--- config.mk ---
export PLATFORM = sky130hd
export DESIGN_NAME = exe_stage_flat
export DESIGN_NICKNAME = d
export VERILOG_FILES = /design/src/rtl/exe_stage_if.sv /design/src/rtl/exe_stage.sv /design/src/flat_wrapper.sv
export SDC_FILE = /design/constraint.sdc
export NUM_CORES = 1
export LEC_CHECK = 0
export CAP_MARGIN = 20
export CELL_PAD_IN_SITES_DETAIL_PLACEMENT = 1
export CELL_PAD_IN_SITES_GLOBAL_PLACEMENT = 2
export CORE_UTILIZATION = 34
export DETAILED_ROUTE_END_ITERATION = 10
export HOLD_SLACK_MARGIN = 0.06
export PLACE_DENSITY_LB_ADDON = 0.1
export SYNTH_ARGS = -nofsm -noshare
export SYNTH_HDL_FRONTEND = slang
export SYNTH_SLANG_ARGS = --single-unit
--- constraint.sdc ---
create_clock -name clk -period 9.5 [get_ports clk]
set_clock_uncertainty 0.05 [all_clocks]
set_input_delay 1.9 -clock clk [delete_from_list [all_inputs] [get_ports clk]]
set_output_delay 1.9 -clock clk [all_outputs]
set_load 0.03 [all_outputs]
--- src/rtl/exe_stage_if.sv ---
// ID/EX-to-EX/MEM bundle for the execute stage: decoded operands in, branch redirect and EX/MEM fields out.
// master is the pipeline side driving decode fields; slave is the execute stage.
interface exe_stage_if;
  logic        freeze;
  logic        flush_in;
  logic        wb_en_in;
  logic [1:0]  mem_signal_in;
  logic [1:0]  branch_type_in;
  logic [3:0]  exe_cmd_in;
  logic [31:0] val1_in;
  logic [31:0] val2_in;
  logic [31:0] reg2_in;
  logic [31:0] pc_in;
  logic [4:0]  dest_in;
  logic        branch_taken;
  logic [31:0] branch_addr;
  logic        wb_en_out;
  logic [1:0]  mem_signal_out;
  logic [31:0] alu_result_out;
  logic [31:0] st_val_out;
  logic [4:0]  dest_out;

  modport master (
    output freeze, flush_in, wb_en_in, mem_signal_in, branch_type_in, exe_cmd_in,
           val1_in, val2_in, reg2_in, pc_in, dest_in,
    input  branch_taken, branch_addr, wb_en_out, mem_signal_out, alu_result_out,
           st_val_out, dest_out
  );

  modport slave (
    input  freeze, flush_in, wb_en_in, mem_signal_in, branch_type_in, exe_cmd_in,
           val1_in, val2_in, reg2_in, pc_in, dest_in,
    output branch_taken, branch_addr, wb_en_out, mem_signal_out, alu_result_out,
           st_val_out, dest_out
  );
endinterface

--- src/rtl/exe_stage.sv ---
// Execute stage: ALU + branch resolution, 1-cycle latency into EX/MEM; branch redirect is combinational.
// freeze holds all state and suppresses redirect; a taken branch annuls the next BR_SHADOW instructions.
module exe_stage #(
  parameter int BR_SHADOW = 2
) (
  input logic        clk,
  input logic        rst,
  exe_stage_if.slave ex
);

  localparam int CW = $clog2(BR_SHADOW + 1);

  logic [CW-1:0] shadow_cnt;
  logic          valid;
  logic          cond;
  logic [31:0]   alu;
  logic [1:0]    mem_norm;
  logic [4:0]    shamt;

  assign shamt    = ex.val2_in[4:0];
  assign valid    = !ex.flush_in && (shadow_cnt == '0);
  assign mem_norm = (ex.mem_signal_in == 2'b11) ? 2'b00 : ex.mem_signal_in;

  always_comb begin
    cond = 1'b0;
    case (ex.branch_type_in)
      2'b01:   cond = (ex.val1_in == 32'd0);
      2'b10:   cond = (ex.val1_in != ex.reg2_in);
      2'b11:   cond = 1'b1;
      default: cond = 1'b0;
    endcase
  end

  assign ex.branch_taken = !rst && !ex.freeze && valid && cond;
  assign ex.branch_addr  = ex.pc_in + (ex.val2_in << 2);

  always_comb begin
    alu = '0;
    case (ex.exe_cmd_in)
      4'b0000: alu = ex.val1_in + ex.val2_in;
      4'b0010: alu = ex.val1_in - ex.val2_in;
      4'b0100: alu = ex.val1_in & ex.val2_in;
      4'b0101: alu = ex.val1_in | ex.val2_in;
      4'b0110: alu = ~(ex.val1_in | ex.val2_in);
      4'b0111: alu = ex.val1_in ^ ex.val2_in;
      4'b1000: alu = ex.val1_in << shamt;
      4'b1001: alu = $unsigned($signed(ex.val1_in) >>> shamt);
      4'b1010: alu = ex.val1_in >> shamt;
      default: alu = '0;
    endcase
  end

  // branch_taken already excludes freeze, so the counter reload never fires while frozen
  always_ff @(posedge clk or posedge rst) begin
    if (rst) begin
      shadow_cnt        <= '0;
      ex.wb_en_out      <= 1'b0;
      ex.mem_signal_out <= 2'b00;
      ex.alu_result_out <= 32'd0;
      ex.st_val_out     <= 32'd0;
      ex.dest_out       <= 5'd0;
    end else begin
      if (ex.branch_taken)
        shadow_cnt <= CW'(BR_SHADOW);
      else if (!ex.freeze && shadow_cnt != '0)
        shadow_cnt <= shadow_cnt - CW'(1);

      if (!ex.freeze) begin
        ex.wb_en_out      <= valid && ex.wb_en_in;
        ex.mem_signal_out <= valid ? mem_norm : 2'b00;
        ex.alu_result_out <= alu;
        ex.st_val_out     <= ex.reg2_in;
        ex.dest_out       <= ex.dest_in;
      end
    end
  end

endmodule
--- src/flat_wrapper.sv ---
// flat-port wrapper written by rule: the top's interface ports become plain ports
module exe_stage_flat 
#(
  parameter int BR_SHADOW = 2
)
  (clk, rst, ex_freeze, ex_flush_in, ex_wb_en_in, ex_mem_signal_in, ex_branch_type_in, ex_exe_cmd_in, ex_val1_in, ex_val2_in, ex_reg2_in, ex_pc_in, ex_dest_in, ex_branch_taken, ex_branch_addr, ex_wb_en_out, ex_mem_signal_out, ex_alu_result_out, ex_st_val_out, ex_dest_out);
  exe_stage_if ex_i ();
  input logic clk;
  input logic rst;
  input wire logic [$bits(ex_i.freeze)-1:0] ex_freeze;
  input wire logic [$bits(ex_i.flush_in)-1:0] ex_flush_in;
  input wire logic [$bits(ex_i.wb_en_in)-1:0] ex_wb_en_in;
  input wire logic [$bits(ex_i.mem_signal_in)-1:0] ex_mem_signal_in;
  input wire logic [$bits(ex_i.branch_type_in)-1:0] ex_branch_type_in;
  input wire logic [$bits(ex_i.exe_cmd_in)-1:0] ex_exe_cmd_in;
  input wire logic [$bits(ex_i.val1_in)-1:0] ex_val1_in;
  input wire logic [$bits(ex_i.val2_in)-1:0] ex_val2_in;
  input wire logic [$bits(ex_i.reg2_in)-1:0] ex_reg2_in;
  input wire logic [$bits(ex_i.pc_in)-1:0] ex_pc_in;
  input wire logic [$bits(ex_i.dest_in)-1:0] ex_dest_in;
  output wire logic [$bits(ex_i.branch_taken)-1:0] ex_branch_taken;
  output wire logic [$bits(ex_i.branch_addr)-1:0] ex_branch_addr;
  output wire logic [$bits(ex_i.wb_en_out)-1:0] ex_wb_en_out;
  output wire logic [$bits(ex_i.mem_signal_out)-1:0] ex_mem_signal_out;
  output wire logic [$bits(ex_i.alu_result_out)-1:0] ex_alu_result_out;
  output wire logic [$bits(ex_i.st_val_out)-1:0] ex_st_val_out;
  output wire logic [$bits(ex_i.dest_out)-1:0] ex_dest_out;
  assign ex_i.freeze = ex_freeze;
  assign ex_i.flush_in = ex_flush_in;
  assign ex_i.wb_en_in = ex_wb_en_in;
  assign ex_i.mem_signal_in = ex_mem_signal_in;
  assign ex_i.branch_type_in = ex_branch_type_in;
  assign ex_i.exe_cmd_in = ex_exe_cmd_in;
  assign ex_i.val1_in = ex_val1_in;
  assign ex_i.val2_in = ex_val2_in;
  assign ex_i.reg2_in = ex_reg2_in;
  assign ex_i.pc_in = ex_pc_in;
  assign ex_i.dest_in = ex_dest_in;
  assign ex_branch_taken = ex_i.branch_taken;
  assign ex_branch_addr = ex_i.branch_addr;
  assign ex_wb_en_out = ex_i.wb_en_out;
  assign ex_mem_signal_out = ex_i.mem_signal_out;
  assign ex_alu_result_out = ex_i.alu_result_out;
  assign ex_st_val_out = ex_i.st_val_out;
  assign ex_dest_out = ex_i.dest_out;
  exe_stage #(.BR_SHADOW(BR_SHADOW)) u_core (.clk(clk), .rst(rst), .ex(ex_i));
endmodule
==> impl_metrics.json, run 1 <==
{
  "reg2reg_setup_slack_ps": 8060,
  "yosys_warnings": 0,
  "grt_pass1_wl_um": 84600,
  "postCtsResizedCells": 0,
  "fin_util_pct": 43.2,
  "fp.dieH_um": 196,
  "critPathMaxFanout": 8,
  "drive_gt1_share_pct": 11.3,
  "place.gp.congestion": 0.944,
  "dp_cells": 2230,
  "rsz0062_at_grt": "false",
  "htreeDepth": 3,
  "synth_area_leaders": "dfrtp_1 15%, ha_1 12%, mux4_2 8.6%, a21oi_1 5.8%, mux2_2 5.6%",
  "max_cap_violations": 0,
  "dp_hpwl_um": 44300,
  "layout.cells.non_filler": 2247,
  "synth_area_per_cell_um2": 7.98,
  "reg2reg_depth": 5,
  "syn_area_um2": 12800,
  "cts_root_buf": "clkbuf_16",
  "min_period_over_period_pct": 82.1,
  "finish.net_count": 2049,
  "ys_ff_latch": 74,
  "avgViaCountPerCell": 5.96,
  "netlist-cell-type-count": 87,
  "synth_nets": 1876,
  "hold_viol_final": 0,
  "drt_iter0_drc": 852,
  "wl_um": 56100,
  "clk_pin_slew_ps": 70,
  "cts_made_buffers": 9,
  "startpoint_type": "input pin",
  "ys.flop_type": "dfrtp_1",
  "cp_common_cell": "o21ai_0",
  "stdcell_area_um2": 15900,
  "synthCells": 1601,
  "holdWs_ps": 446,
  "slowest_delay_ps": 740,
  "drc": 0,
  "antennaDiodeCount": 0,
  "place_area_um2": 15600,
  "antenna_found_initial": 0,
  "slew_headroom_pct": 29.0,
  "postCtsSetupRepairBufs": 0,
  "cp_cell_sequence": "clkdlybuf4s50_1, ha_1, nand3_1, nor2_1, o21ai_0, o21ai_0, a21oi_1, o21ai_0, a31oi_1, a311oi_1, clkdlybuf4s50_1",
  "synth_area_leader_cell": "dfrtp_1",
  "syn_to_final_growth_pct": 24.6,
  "ctsHoldBuffers": 0,
  "ant_nets": 0,
  "r2r_end": "u_core.shadow_cnt[0]",
  "crit_type": "input pin to output port",
  "worst_slew_pin_slew_ps": 1060,
  "power.density_nw_per_um2": 113,
  "yosysTopAreaCellShare_pct": 14.5,
  "period_needed_ps": 7800,
  "status": "completed",
  "setup_viol": 0,
  "overflow": 0,
  "ios": 251,
  "peakVddDrop_mv": 0.0711,
  "grt_max_degree": 67,
  "start_util_pct": 34.7,
  "drt_first_pass_iters": 5,
  "die_w_um": 196,
  "worstSetupStartpoint": "ex_val2_in[14]",
  "dieArea_um2": 38300,
  "grt.total_usage_pct": 29.0,
  "critPathSlowestCell": "clkdlybuf4s50_1",
  "power.leakage_nw": 6.56,
  "timing.setup.tns_ps": 0,
  "clock-sinks": 74,
  "setup_slack_ps": 1700,
  "crit_end": "ex_branch_addr[31]",
  "synth_seq_area_share_pct": 14.5,
  "num_vias": 13384,
  "place_ws_ps": 1680,
  "rows": 70,
  "slew_violations": 0,
  "hp-start": "u_core.ex.alu_result_out[2]",
  "fmax_mhz": 128,
  "first_global_vias": 13695,
  "mostFrequentLayoutCell": "clkdlybuf4s50_1",
  "synth_edf_count": 0,
  "tritoncts": "done",
  "worstReg2RegStart": "u_core.shadow_cnt[0]",
  "clock_latency_ps": 360,
  "worstPathArrival_ps": 5850,
  "final_cell_mix": "238 x clkdlybuf4s50_1, 170 x nor2_1, 148 x a21oi_1",
  "route.detailed.wl_per_inst_um": 25.0,
  "p_total_mw": 1.79,
  "endpoint_kind": "output port",
  "hold_class": "flip-flop to flip-flop",
  "port_buffers": 246,
  "core_area_um2": 36800,
  "clockBufferDepth": 2,
  "ys_async_sr_fraction_pct": 100,
  "cp.required_ps": 7550
}
[synthesized netlist by cell type, types with 19 or more instances]
cell,number
nand2_1,98
ha_1,127
nand3_1,23
mux4_2,49
a211oi_1,38
mux2i_1,67
mux2_2,63
a31oi_1,21
xor2_1,44
nor3_1,26
o22ai_1,19
inv_1,93
dfrtp_1,74
clkbuf_1,85
a21oi_1,148
xnor2_1,72
o21ai_0,112
nor2_1,170
[critical path, delay by kind of cell]
kind	cells	cell delay, ps
AO/OA/AOI/OAI	6	1830
buffers and inverters	2	1260
adder cells (fa/ha/maj)	1	510
AND/OR/NAND/NOR	2	350
[state kept, by name, indices dropped and copies added (netlist names)]
signal / flops
u_core.ex.alu_result_out: 32
u_core.ex.wb_en_out: 1
u_core.shadow_cnt: 2
u_core.ex.dest_out: 5
u_core.ex.mem_signal_out: 2
u_core.ex.st_val_out: 32
[per-layer routing]
metal / up-vias / share of wire (%) / GRT usage [%]
li1: 6212 / - / -
met1: 6667 / 44 / 37.2
met2: 429 / 48 / 49.7
met3: 76 / 4.4 / 2.70
met4: 0 / 3.9 / 12.1
met5: - / 0 / 0
[power breakdown]
| group | internal, mW | switching [mW] |
|---|---|---|
| registers | 0.351 | 0.0241 |
| clock network | 0.209 | 0.168 |
| logic | 0.429 | 0.612 |
[how the worst min path moves through the flow]
| stage | endpoint | slack (ps) | depth (start not counted) |
|---|---|---|---|
| 2_1_floorplan | u_core.shadow_cnt[0] | 460 | 2 |
| 3_3_place_gp | u_core.ex.wb_en_out | 420 | 2 |
| 3_5_place_dp | u_core.ex.alu_result_out[6] | 430 | 2 |
| 4_1_cts | u_core.ex.alu_result_out[6] | 440 | 2 |
| 5_1_grt | u_core.ex.st_val_out[28] | 460 | 1 |
| 6_report | u_core.ex.alu_result_out[2] | 450 | 2 |
[final cells by class]
type,count,area (um2)
fillers,4426,20900
repair buffers,286,2750
clock inverters,7,86.3
well taps,468,586
flip-flops and latches,74,1850
inverters,95,358
clock buffers,9,225
multi-input cells,1308,10100
[cells by family (layout without fill, tap and decap cells)]
group,count (synthesis),after routing,synth area share [%]
DFF,74,74,14.5
AOI/OAI and AO/OA,476,476,23.7
adders and majority gates,129,129,12.8
muxes,179,179,19.5
buffers and inverters,219,397,6.90
and+or+nand+nor,408,408,14.8
xor gates and xnor gates,116,116,7.96
(Power assumes the default switching activity.)
==> run 2: changes to the inputs <==
CORE_UTILIZATION = 28   (was 34)
clock period = 6.8 ns   (was 9.5 ns; I/O delays follow)
==> run 2 against run 1 <==
Clock power increased by 31%. Clock-buffer cell count increased by 2. Setup slack got worse by 1300 ps. Sequential share of layout area decreased by 0.31 points. Hold slack got worse by 5.6 ps. Register-to-register slack got worse by 2700 ps. Global-route usage decreased by 2.4 points. Critical path depth increased by 2. Via count increased by 1.4%. Critical endpoint is now ex_branch_addr[28]. Largest cell class unchanged.
==> impl_metrics.json, run 2 (synthesis gave the netlist of run 1 again) <==
{
  "status": "completed",
  "fill_cells": 5309,
  "setup_viol": 0,
  "dieArea_um2": 46500,
  "multi_input_area_um2": 10100,
  "reg2reg_depth": 5,
  "ios": 251,
  "syn_to_final_growth_pct": 28.0,
  "hold_class": "flip-flop to flip-flop",
  "grt_max_degree": 65,
  "dp_hpwl_um": 50300,
  "place_area_um2": 16100,
  "postCtsSetupRepairBufs": 0,
  "finish.net_count": 2090,
  "worstPathArrival_ps": 5020,
  "slowest_delay_ps": 690,
  "wl_um": 62000,
  "num_vias": 13565,
  "worstSetupStartpoint": "ex_pc_in[2]",
  "drc": 0,
  "rows": 77,
  "endpoint_kind": "output port",
  "layout.cells.non_filler": 2412,
  "power.share.sequential_pct": 20.9,
  "drt_first_pass_iters": 5,
  "tritoncts": "done",
  "pwr-share-clk_pct": 19.6,
  "timing.setup.tns_ps": 0,
  "start_util_pct": 28.6,
  "reg2reg_setup_slack_ps": 5350,
  "dp_cells": 2396,
  "fp.dieH_um": 216,
  "holdWs_ps": 441,
  "postCtsResizedCells": 0,
  "fin_util_pct": 36.6,
  "core_area_um2": 44600,
  "power.density_nw_per_um2": 154,
  "place.gp.congestion": 1.00,
  "drt_iter0_drc": 843,
  "route.detailed.wl_per_inst_um": 25.7,
  "largestRegisters": "u_core.ex.alu_result_out: 32 flops, u_core.ex.st_val_out: 32 flops, u_core.ex.dest_out: 5 flops",
  "stdcell_area_um2": 16300,
  "critPathMaxFanout": 3,
  "p_switching_mw": 1.15,
  "peakVddDrop_mv": 0.120,
  "first_global_vias": 14151,
  "clock_latency_ps": 370,
  "min_period_over_period_pct": 94.6,
  "grt_pass1_wl_um": 92800,
  "clock-sinks": 74,
  "hold_end": "u_core.ex.alu_result_out[2]",
  "die_w_um": 216,
  "worst_slew_pin_slew_ps": 1110,
  "antenna_found_initial": 1,
  "hold_path_depth": 2,
  "seq_area_um2": 1850,
  "final_cell_mix": "234 x clkdlybuf4s50_1, 170 x nor2_1, 148 x a21oi_1",
  "ctsHoldBuffers": 0,
  "pwr-share-comb_pct": 59.5,
  "hp-start": "u_core.ex.alu_result_out[2]",
  "p_int_mw": 1.37,
  "fmax_mhz": 155,
  "cp_cell_sequence": "clkdlybuf4s50_1, ha_1, inv_1, fa_1, nor2b_4, o311a_4, o311ai_4, a31oi_1, or4_1, and3_4, nor3_4, xnor2_1, clkdlybuf4s50_1",
  "drive_gt1_share_pct": 13.4,
  "avgViaCountPerCell": 5.62,
  "port_buffers": 246,
  "cts_made_buffers": 9,
  "startpoint_type": "input pin",
  "p_sw_share_pct": 45.6,
  "worstReg2RegStart": "u_core.shadow_cnt[0]",
  "rsz0062_at_grt": "false",
  "place_ws_ps": 327,
  "htreeDepth": 3,
  "crit_type": "input pin to output port",
  "grt.total_usage_pct": 26.6,
  "max_cap_violations": 0,
  "clockBufferDepth": 2,
  "setup_slack_ps": 365,
  "cp.required_ps": 5390,
  "mostFrequentLayoutCell": "clkdlybuf4s50_1",
  "cp_common_cell": "clkdlybuf4s50_1",
  "power.leakage_nw": 6.74,
  "hold_viol_final": 0,
  "slew_headroom_pct": 25.5,
  "overflow": 0,
  "p_total_mw": 2.52,
  "clk_pin_slew_ps": 70,
  "ant_nets": 0,
  "antennaDiodeCount": 0,
  "critPathSlowestCell": "clkdlybuf4s50_1",
  "r2r_end": "u_core.shadow_cnt[1]",
  "slew_violations": 0,
  "period_needed_ps": 6430,
  "cts_root_buf": "clkbuf_16"
}
[run 2: cell types whose count changed in the layout (fill, tap and decap cells not counted), sizes merged]
cell           before  now
buf                48   93
clkdlybuf4s50     238  234
clkbuf              9   11
bufinv              1    0
clkinv              4    3
clkinvlp            1    2
inv                96   95
[run 2: power by group through the flow]
stage / Sequential, mW / Clock [mW] / Combinational [mW]
after floorplan: 0.612 / 0 / 0.811
after detailed placement: 0.535 / 0 / 1.50
after global placement: 0.534 / 0 / 1.49
after CTS: 0.527 / 0.510 / 1.51
after global routing: 0.533 / 0.523 / 1.61
final: 0.526 / 0.494 / 1.50
[run 2: worst max-delay path by stage]
stage,endpoint,cells after the start,slack (ps)
final,ex_branch_addr[28],13,370
after global routing,ex_branch_addr[31],11,180
after CTS,ex_branch_addr[28],13,310
after detailed placement,ex_branch_addr[28],13,330
after global placement,ex_branch_addr[28],13,360
after floorplan,ex_branch_addr[30],12,1080
[run 2: metal layers]
metal,vias to the layer above,wire [um],global-route usage [%]
li1,6318,-,-
met1,6797,28100,35.8
met2,378,28900,43.8
met3,72,2770,2.42
met4,0,2250,9.91
met5,-,0,0
[run 2: worst max-delay path, delay by kind of cell]
kind | cells | cell delay, ps
fa+ha+maj | 2 | 480
compound gates | 3 | 940
xor+xnor | 1 | 150
simple gates | 4 | 900
buf+inv | 3 | 1180
[run 2: final cells by class]
type                            count  area share [%]
Clock buffer                       11            1.49
Timing Repair Buffer              327            18.7
Sequential cell                    74            11.3
Multi-Input combinational cell   1308            61.5
Clock inverter                      5           0.230
Inverter                           95            2.19
Tap cell                          592            4.53
